### src/rtl/cassette_rec_if.sv
// SDRAM tape-buffer write port: the recorder presents address/data with a held
// request, the memory side answers with a single-cycle accept.
interface cassette_rec_if;
    logic [24:0] sdram_addr;
    logic [7:0]  sdram_dout;
    logic        sdram_wr;
    logic        sdram_ack;

    modport master (output sdram_addr, output sdram_dout, output sdram_wr, input sdram_ack);
    modport slave  (input sdram_addr, input sdram_dout, input sdram_wr, output sdram_ack);
endinterface

### src/rtl/cassette_rec.sv
// Oric CSAVE decoder: measures rising-edge periods of the tape square wave,
// frames start/8 data/parity bits and appends each byte to the SDRAM tape buffer.
module cassette_rec #(
    parameter int unsigned P_MIN    = 2500,
    parameter int unsigned P_THRESH = 15000,
    parameter int unsigned P_MAX    = 40000,
    parameter logic [24:0] ADDR_MAX = 25'h1FFFFFF
) (
    input  logic                  clk,
    input  logic                  reset_n,
    input  logic                  en,
    input  logic                  rewind,
    input  logic                  tape_in,
    cassette_rec_if.master        sdram,
    output logic [24:0]           tape_end,
    output logic                  parity_err,
    output logic                  overrun,
    output logic                  full,
    output logic [2:0]            status
);

    localparam logic [15:0] MIN_C = 16'(P_MIN);
    localparam logic [15:0] THR_C = 16'(P_THRESH);
    localparam logic [15:0] MAX_C = 16'(P_MAX);

    typedef enum logic [2:0] {
        IDLE   = 3'd0,
        HUNT   = 3'd1,
        DATA   = 3'd2,
        PARITY = 3'd3,
        STORE  = 3'd4
    } state_t;

    state_t      state_q, state_d;
    logic [2:0]  sync_q, sync_d;
    logic        en_q, rew_q;
    logic [15:0] cnt_q, cnt_d;
    logic        have_edge_q, have_edge_d;
    logic [2:0]  bitcnt_q, bitcnt_d;
    logic [7:0]  shreg_q, shreg_d;
    logic [24:0] addr_q, addr_d;
    logic [7:0]  dout_q, dout_d;
    logic        wr_q, wr_d;
    logic [24:0] tape_end_q, tape_end_d;
    logic        perr_q, perr_d;
    logic        ovr_q, ovr_d;
    logic        full_q, full_d;

    logic rise, glitch, bit_evt, bit_val, tmo, ack_fire;
    logic en_rise, en_fall, rew_rise;

    // sync_q[1] is the second synchroniser stage, sync_q[2] its previous value
    assign sync_d   = {sync_q[1:0], tape_in};
    assign rise     = sync_q[1] & ~sync_q[2];
    assign glitch   = cnt_q < MIN_C;
    assign bit_val  = cnt_q < THR_C;
    assign bit_evt  = rise && have_edge_q && !glitch && (cnt_q <= MAX_C);
    assign tmo      = (rise && have_edge_q && (cnt_q > MAX_C))
                   || ((cnt_q > MAX_C) && (state_q == DATA || state_q == PARITY));
    assign ack_fire = wr_q & sdram.sdram_ack;
    assign en_rise  = en & ~en_q;
    assign en_fall  = ~en & en_q;
    assign rew_rise = rewind & ~rew_q;

    always_ff @(posedge clk or negedge reset_n) begin
        if (!reset_n) begin
            state_q     <= IDLE;
            sync_q      <= '0;
            en_q        <= 1'b0;
            rew_q       <= 1'b0;
            cnt_q       <= '0;
            have_edge_q <= 1'b0;
            bitcnt_q    <= '0;
            shreg_q     <= '0;
            addr_q      <= '0;
            dout_q      <= '0;
            wr_q        <= 1'b0;
            tape_end_q  <= '0;
            perr_q      <= 1'b0;
            ovr_q       <= 1'b0;
            full_q      <= 1'b0;
        end else begin
            state_q     <= state_d;
            sync_q      <= sync_d;
            en_q        <= en;
            rew_q       <= rewind;
            cnt_q       <= cnt_d;
            have_edge_q <= have_edge_d;
            bitcnt_q    <= bitcnt_d;
            shreg_q     <= shreg_d;
            addr_q      <= addr_d;
            dout_q      <= dout_d;
            wr_q        <= wr_d;
            tape_end_q  <= tape_end_d;
            perr_q      <= perr_d;
            ovr_q       <= ovr_d;
            full_q      <= full_d;
        end
    end

    always_comb begin
        state_d     = state_q;
        cnt_d       = (cnt_q == 16'hFFFF) ? cnt_q : cnt_q + 16'd1;
        have_edge_d = have_edge_q;
        bitcnt_d    = bitcnt_q;
        shreg_d     = shreg_q;
        addr_d      = addr_q;
        dout_d      = dout_q;
        wr_d        = wr_q;
        tape_end_d  = tape_end_q;
        perr_d      = perr_q;
        ovr_d       = ovr_q;
        full_d      = full_q;

        // Glitch edges leave the period counter running so the real period survives
        if (state_q != IDLE && rise && (!have_edge_q || !glitch)) begin
            cnt_d       = 16'd1;
            have_edge_d = 1'b1;
        end

        // Write completion is resolved before STORE so a coincident byte is accepted
        if (ack_fire) begin
            wr_d       = 1'b0;
            tape_end_d = addr_q + 25'd1;
            if (addr_q == ADDR_MAX) full_d = 1'b1;
            else                    addr_d = addr_q + 25'd1;
        end

        case (state_q)
            IDLE: if (en) state_d = HUNT;
            HUNT: begin
                if (bit_evt && !bit_val) begin
                    state_d  = DATA;
                    bitcnt_d = 3'd0;
                end
            end
            DATA: begin
                if (tmo) begin
                    state_d = HUNT;
                end else if (bit_evt) begin
                    shreg_d  = {bit_val, shreg_q[7:1]};
                    bitcnt_d = bitcnt_q + 3'd1;
                    if (bitcnt_q == 3'd7) state_d = PARITY;
                end
            end
            PARITY: begin
                if (tmo) begin
                    state_d = HUNT;
                end else if (bit_evt) begin
                    if (!(^{shreg_q, bit_val})) perr_d = 1'b1;
                    state_d = STORE;
                end
            end
            STORE: begin
                if (full_d)    ;
                else if (wr_d) ovr_d = 1'b1;
                else begin
                    dout_d = shreg_q;
                    wr_d   = 1'b1;
                end
                state_d = HUNT;
            end
            default: state_d = IDLE;
        endcase

        if (en_rise) begin
            perr_d      = 1'b0;
            ovr_d       = 1'b0;
            have_edge_d = 1'b0;
            state_d     = HUNT;
        end else if (en_fall) begin
            state_d = IDLE;
        end

        if (rew_rise) begin
            addr_d     = '0;
            tape_end_d = '0;
            wr_d       = 1'b0;
            full_d     = 1'b0;
            perr_d     = 1'b0;
            ovr_d      = 1'b0;
            state_d    = en ? HUNT : IDLE;
        end
    end

    assign sdram.sdram_addr = addr_q;
    assign sdram.sdram_dout = dout_q;
    assign sdram.sdram_wr   = wr_q;
    assign tape_end         = tape_end_q;
    assign parity_err       = perr_q;
    assign overrun          = ovr_q;
    assign full             = full_q;
    assign status           = state_q;

endmodule
### src/flat_wrapper.sv
// flat-port wrapper written by rule: the top's interface ports become plain ports
module cassette_rec_flat 
#(
    parameter int unsigned P_MIN    = 2500,
    parameter int unsigned P_THRESH = 15000,
    parameter int unsigned P_MAX    = 40000,
    parameter logic [24:0] ADDR_MAX = 25'h1FFFFFF
)
  (clk, reset_n, en, rewind, tape_in, tape_end, parity_err, overrun, full, status, sdram_sdram_addr, sdram_sdram_dout, sdram_sdram_wr, sdram_sdram_ack);
  cassette_rec_if sdram_i ();
  input  logic clk;
  input  logic reset_n;
  input  logic en;
  input  logic rewind;
  input  logic tape_in;
  output logic [24:0] tape_end;
  output logic parity_err;
  output logic overrun;
  output logic full;
  output logic [2:0] status;
  output wire logic [$bits(sdram_i.sdram_addr)-1:0] sdram_sdram_addr;
  output wire logic [$bits(sdram_i.sdram_dout)-1:0] sdram_sdram_dout;
  output wire logic [$bits(sdram_i.sdram_wr)-1:0] sdram_sdram_wr;
  input wire logic [$bits(sdram_i.sdram_ack)-1:0] sdram_sdram_ack;
  assign sdram_sdram_addr = sdram_i.sdram_addr;
  assign sdram_sdram_dout = sdram_i.sdram_dout;
  assign sdram_sdram_wr = sdram_i.sdram_wr;
  assign sdram_i.sdram_ack = sdram_sdram_ack;
  cassette_rec #(.P_MIN(P_MIN), .P_THRESH(P_THRESH), .P_MAX(P_MAX), .ADDR_MAX(ADDR_MAX)) u_core (.clk(clk), .reset_n(reset_n), .en(en), .rewind(rewind), .tape_in(tape_in), .sdram(sdram_i), .tape_end(tape_end), .parity_err(parity_err), .overrun(overrun), .full(full), .status(status));
endmodule
### config.mk
export PLATFORM = sky130hd
export DESIGN_NAME = cassette_rec_flat
export DESIGN_NICKNAME = d
export VERILOG_FILES = /design/src/rtl/cassette_rec_if.sv /design/src/rtl/cassette_rec.sv /design/src/flat_wrapper.sv
export SDC_FILE = /design/constraint.sdc
export NUM_CORES = 1
export LEC_CHECK = 0
export ABC_AREA = 1
export BUFFER_PORTS_ARGS = -buffer_cell sky130_fd_sc_hd__buf_2
export CAP_MARGIN = 15
export CORE_ASPECT_RATIO = 1.5
export CORE_UTILIZATION = 52
export CTS_BUF_LIST = sky130_fd_sc_hd__clkbuf_8
export DETAILED_ROUTE_END_ITERATION = 7
export HOLD_SLACK_MARGIN = 0.02
export PLACE_DENSITY_LB_ADDON = 0.15
export SETUP_SLACK_MARGIN = 0.4
export SYNTH_ARGS = -nofsm -noshare
export SYNTH_HDL_FRONTEND = slang
export SYNTH_SLANG_ARGS = --single-unit
### constraint.sdc
create_clock -name clk -period 3.2 [get_ports clk]
set_clock_uncertainty 0.1 [all_clocks]
set_input_delay 0.64 -clock clk [delete_from_list [all_inputs] [get_ports clk]]
set_output_delay 0.64 -clock clk [all_outputs]
set_load 0.02 [all_outputs]
==> reports/qor.yml <==
syn_area_um2: 5015
antenna_found_initial: 0
cts_tree: "built"
period_share_pct: 75.54
drt_iter0_drc: 227
cts_max_level: 3
setup_tns_ps: 0
cts.sinks: 98
yosys.cell_types.count: 39
ir_drop_mv: 0.3708
post_drt_via_cell_ratio: 5.396
p_total_mw: 2.624
n_antenna_cell: 0
required_ps: 3330
cts_root_buf: "clkbuf_8"
synthArstFlopShare_pct: 100.0
hp-class: "in2async"
yosys_warnings: 0
end_kind: "flip-flop"
drt-total-wl_mm: 12.49
cp_cell_sequence: "ha_1, nand2_1, inv_2, nand3_2, nor2_1, nand2_2, nor2_4, nand2_2, o21ai_2, buf_4, o21ai_0"
cts_hold_buf: 0
dr.pass1.iters: 5
io-pin-count: 71
drcViolationCount: 0
syn_nets: 660
critPathTopFamily: "simple AND/OR/NAND/NOR gates"
portBuffers: 70
crit_fanout: 22
die_x_um: 82.18
worst_path_largest_cell_delay_ps: 430
overflow: 0
layout_common_cells: "202 x nand2_1, 98 x dfrtp_1, 69 x buf_2"
gp_congestion: 0.9761
cp-start-kind: "flip-flop"
relSlewSlack_pct: 62.38
worst-path-buf-inv: 2
drive_gt1_share_pct: 16.80
grt_start_max_net_pins: 43
cts_buffers: 9
die_h_um: 122.3
maxCapViolCount: 0
vias: 4522
grt_pass1_vias: 4446
syn_inst: 648
finalHoldViolCount: 0
grt_usage_pct: 27.08
die_area_um2: 10050
post-place-cells: 824
clock_latency_ps: 360
core_um2: 9308
row_count: 43
clkTransAtPathRegs_ps: 90
initial_utilization_pct: 53.88
powerDensity_nw_per_um2: 461.1
dpl.hpwl_mm: 9.465
path_common_cell: "nand2_2"
slew_viol_final: 0
syn_to_final_growth_pct: 13.50
crit_type: "reg2reg"
yosys_register_bits: 98
wire_per_inst_um: 14.90
grt_first_pass_wirelength_mm: 20.42
nNetsFinal: 735
layout_commonest_cell: "nand2_1"
synth_enable_flop_cells: 0
postCtsSetupBuffers: 0
ys.flop_type: "dfrtp_1"
clock_path_buffers: 2
ant_nets: 0
crit_arrival_ps: 2550
setup_viol: 0
worst_pin_slew_ps: 563.6
rsz0062_at_grt: "no"
instances_no_fill: 838
max_freq_mhz: 413.7
status: "finished clean"
leakagePower_nw: 3.033
period_needed_ps: 2417
yosysSeqAreaShare_pct: 48.90
post_cts_resized: 0
avgSynthCellArea_um2: 7.739
slowest_stage: "dfrtp_1"
final cells by class:
class / count / area (um^2)
clock buffer: 10 / 137.6
clock inverter: 4 / 53.80
fill: 861 / 3616
inverter: 71 / 269.0
multi-input combinational: 468 / 2236
sequential: 98 / 2452
tap: 112 / 140.1
timing repair buffer: 75 / 402.9
cells in the mapped netlist (4+ instances only):
| cell | n | area (um^2) |
|---|---|---|
| dfrtp_1 | 98 | 2452 |
| xnor2_1 | 4 | 35.03 |
| nand3_1 | 41 | 205.2 |
| clkbuf_1 | 7 | 26.28 |
| o21ai_2 | 6 | 52.55 |
| o21ai_0 | 48 | 240.2 |
| nand4_1 | 23 | 143.9 |
| inv_1 | 66 | 247.7 |
| o21ai_1 | 4 | 20.02 |
| ha_1 | 6 | 75.07 |
| nand2_2 | 5 | 31.28 |
| nor3_1 | 9 | 45.04 |
| nor2_2 | 4 | 25.02 |
| nand2_1 | 202 | 758.2 |
| a21oi_1 | 21 | 105.1 |
| nor2_1 | 65 | 244.0 |
metal layers:
layer | track usage, % | up-vias | share of wire (%)
met1 | 29.58 | 2118 | 39
li1 | - | 2245 | -
met2 | 49.38 | 126 | 53
met3 | 5.204 | 33 | 4.2
met5 | 0 | - | 0
met4 | 11.73 | 0 | 3.2
logic make-up (layout without fill, tap and decap cells):
family / Yosys count / count (layout) / share of synthesized area [%]
buf+inv: 82 / 160 / 6.562
flops: 98 / 98 / 48.90
simple gates: 364 / 364 / 31.64
compound gates: 91 / 91 / 10.18
xor+xnor: 7 / 7 / 1.223
fa+ha+maj: 6 / 6 / 1.497
final timing paths:
kind / start / to / slack [ps] / cells past startpoint
setup / recovery: u_core.sdram.sdram_addr[0]$_DFFE_PN0P_ / u_core.sdram.sdram_addr[1]$_DFFE_PN0P_ / 780 / 11
hold / removal: reset_n / u_core.tape_end[19]$_DFFE_PN0P_ / 160 / 1
setup reg to reg: u_core.sdram.sdram_addr[0]$_DFFE_PN0P_ / u_core.sdram.sdram_addr[1]$_DFFE_PN0P_ / 780 / 11
hold reg to reg: u_core.sync_q[0]$_DFF_PN0_ / u_core.sync_q[1]$_DFF_PN0_ / 270 / 0
max in group asynchronous: reset_n / u_core.cnt_q[0]$_DFFE_PN0P_ / 2110 / 2
min in group clk: u_core.sync_q[0]$_DFF_PN0_ / u_core.sync_q[1]$_DFF_PN0_ / 270 / 0
where the power goes:
| part | total (mW) | internal (mW) | leakage [nW] | switching [mW] |
|---|---|---|---|---|
| combinational | 0.443 | 0.138 | 1.60 | 0.305 |
| clock | 0.794 | 0.376 | 0.0904 | 0.418 |
| sequential | 1.39 | 1.31 | 1.34 | 0.0803 |
sequential cells by signal (all words and copies together) (netlist names), 3 cells and up:
register and count:
u_core.sync_q 3, u_core.sdram.sdram_addr 25, u_core.tape_end 25, u_core.shreg_q 8
u_core.bitcnt_q 3, u_core.cnt_q 16, u_core.status 3, u_core.sdram.sdram_dout 8
metrics by stage:
step / hold slack, ps / instance area [um^2] / setup WS [ps] / utilization, %
finish: 159.7 / 5692 / 782.7 / 61.15
global route: 174.9 / 5692 / 522.1 / 61.15
floorplan: 231.2 / 5015 / 1211 / -
detailed placement: 251.7 / 5500 / 795.4 / 59.09
CTS: 162.3 / 5692 / 773.7 / 61.15
global placement: 240.2 / 5500 / 944.7 / 59.09
No activity file was read; power rests on OpenSTA's default activity.
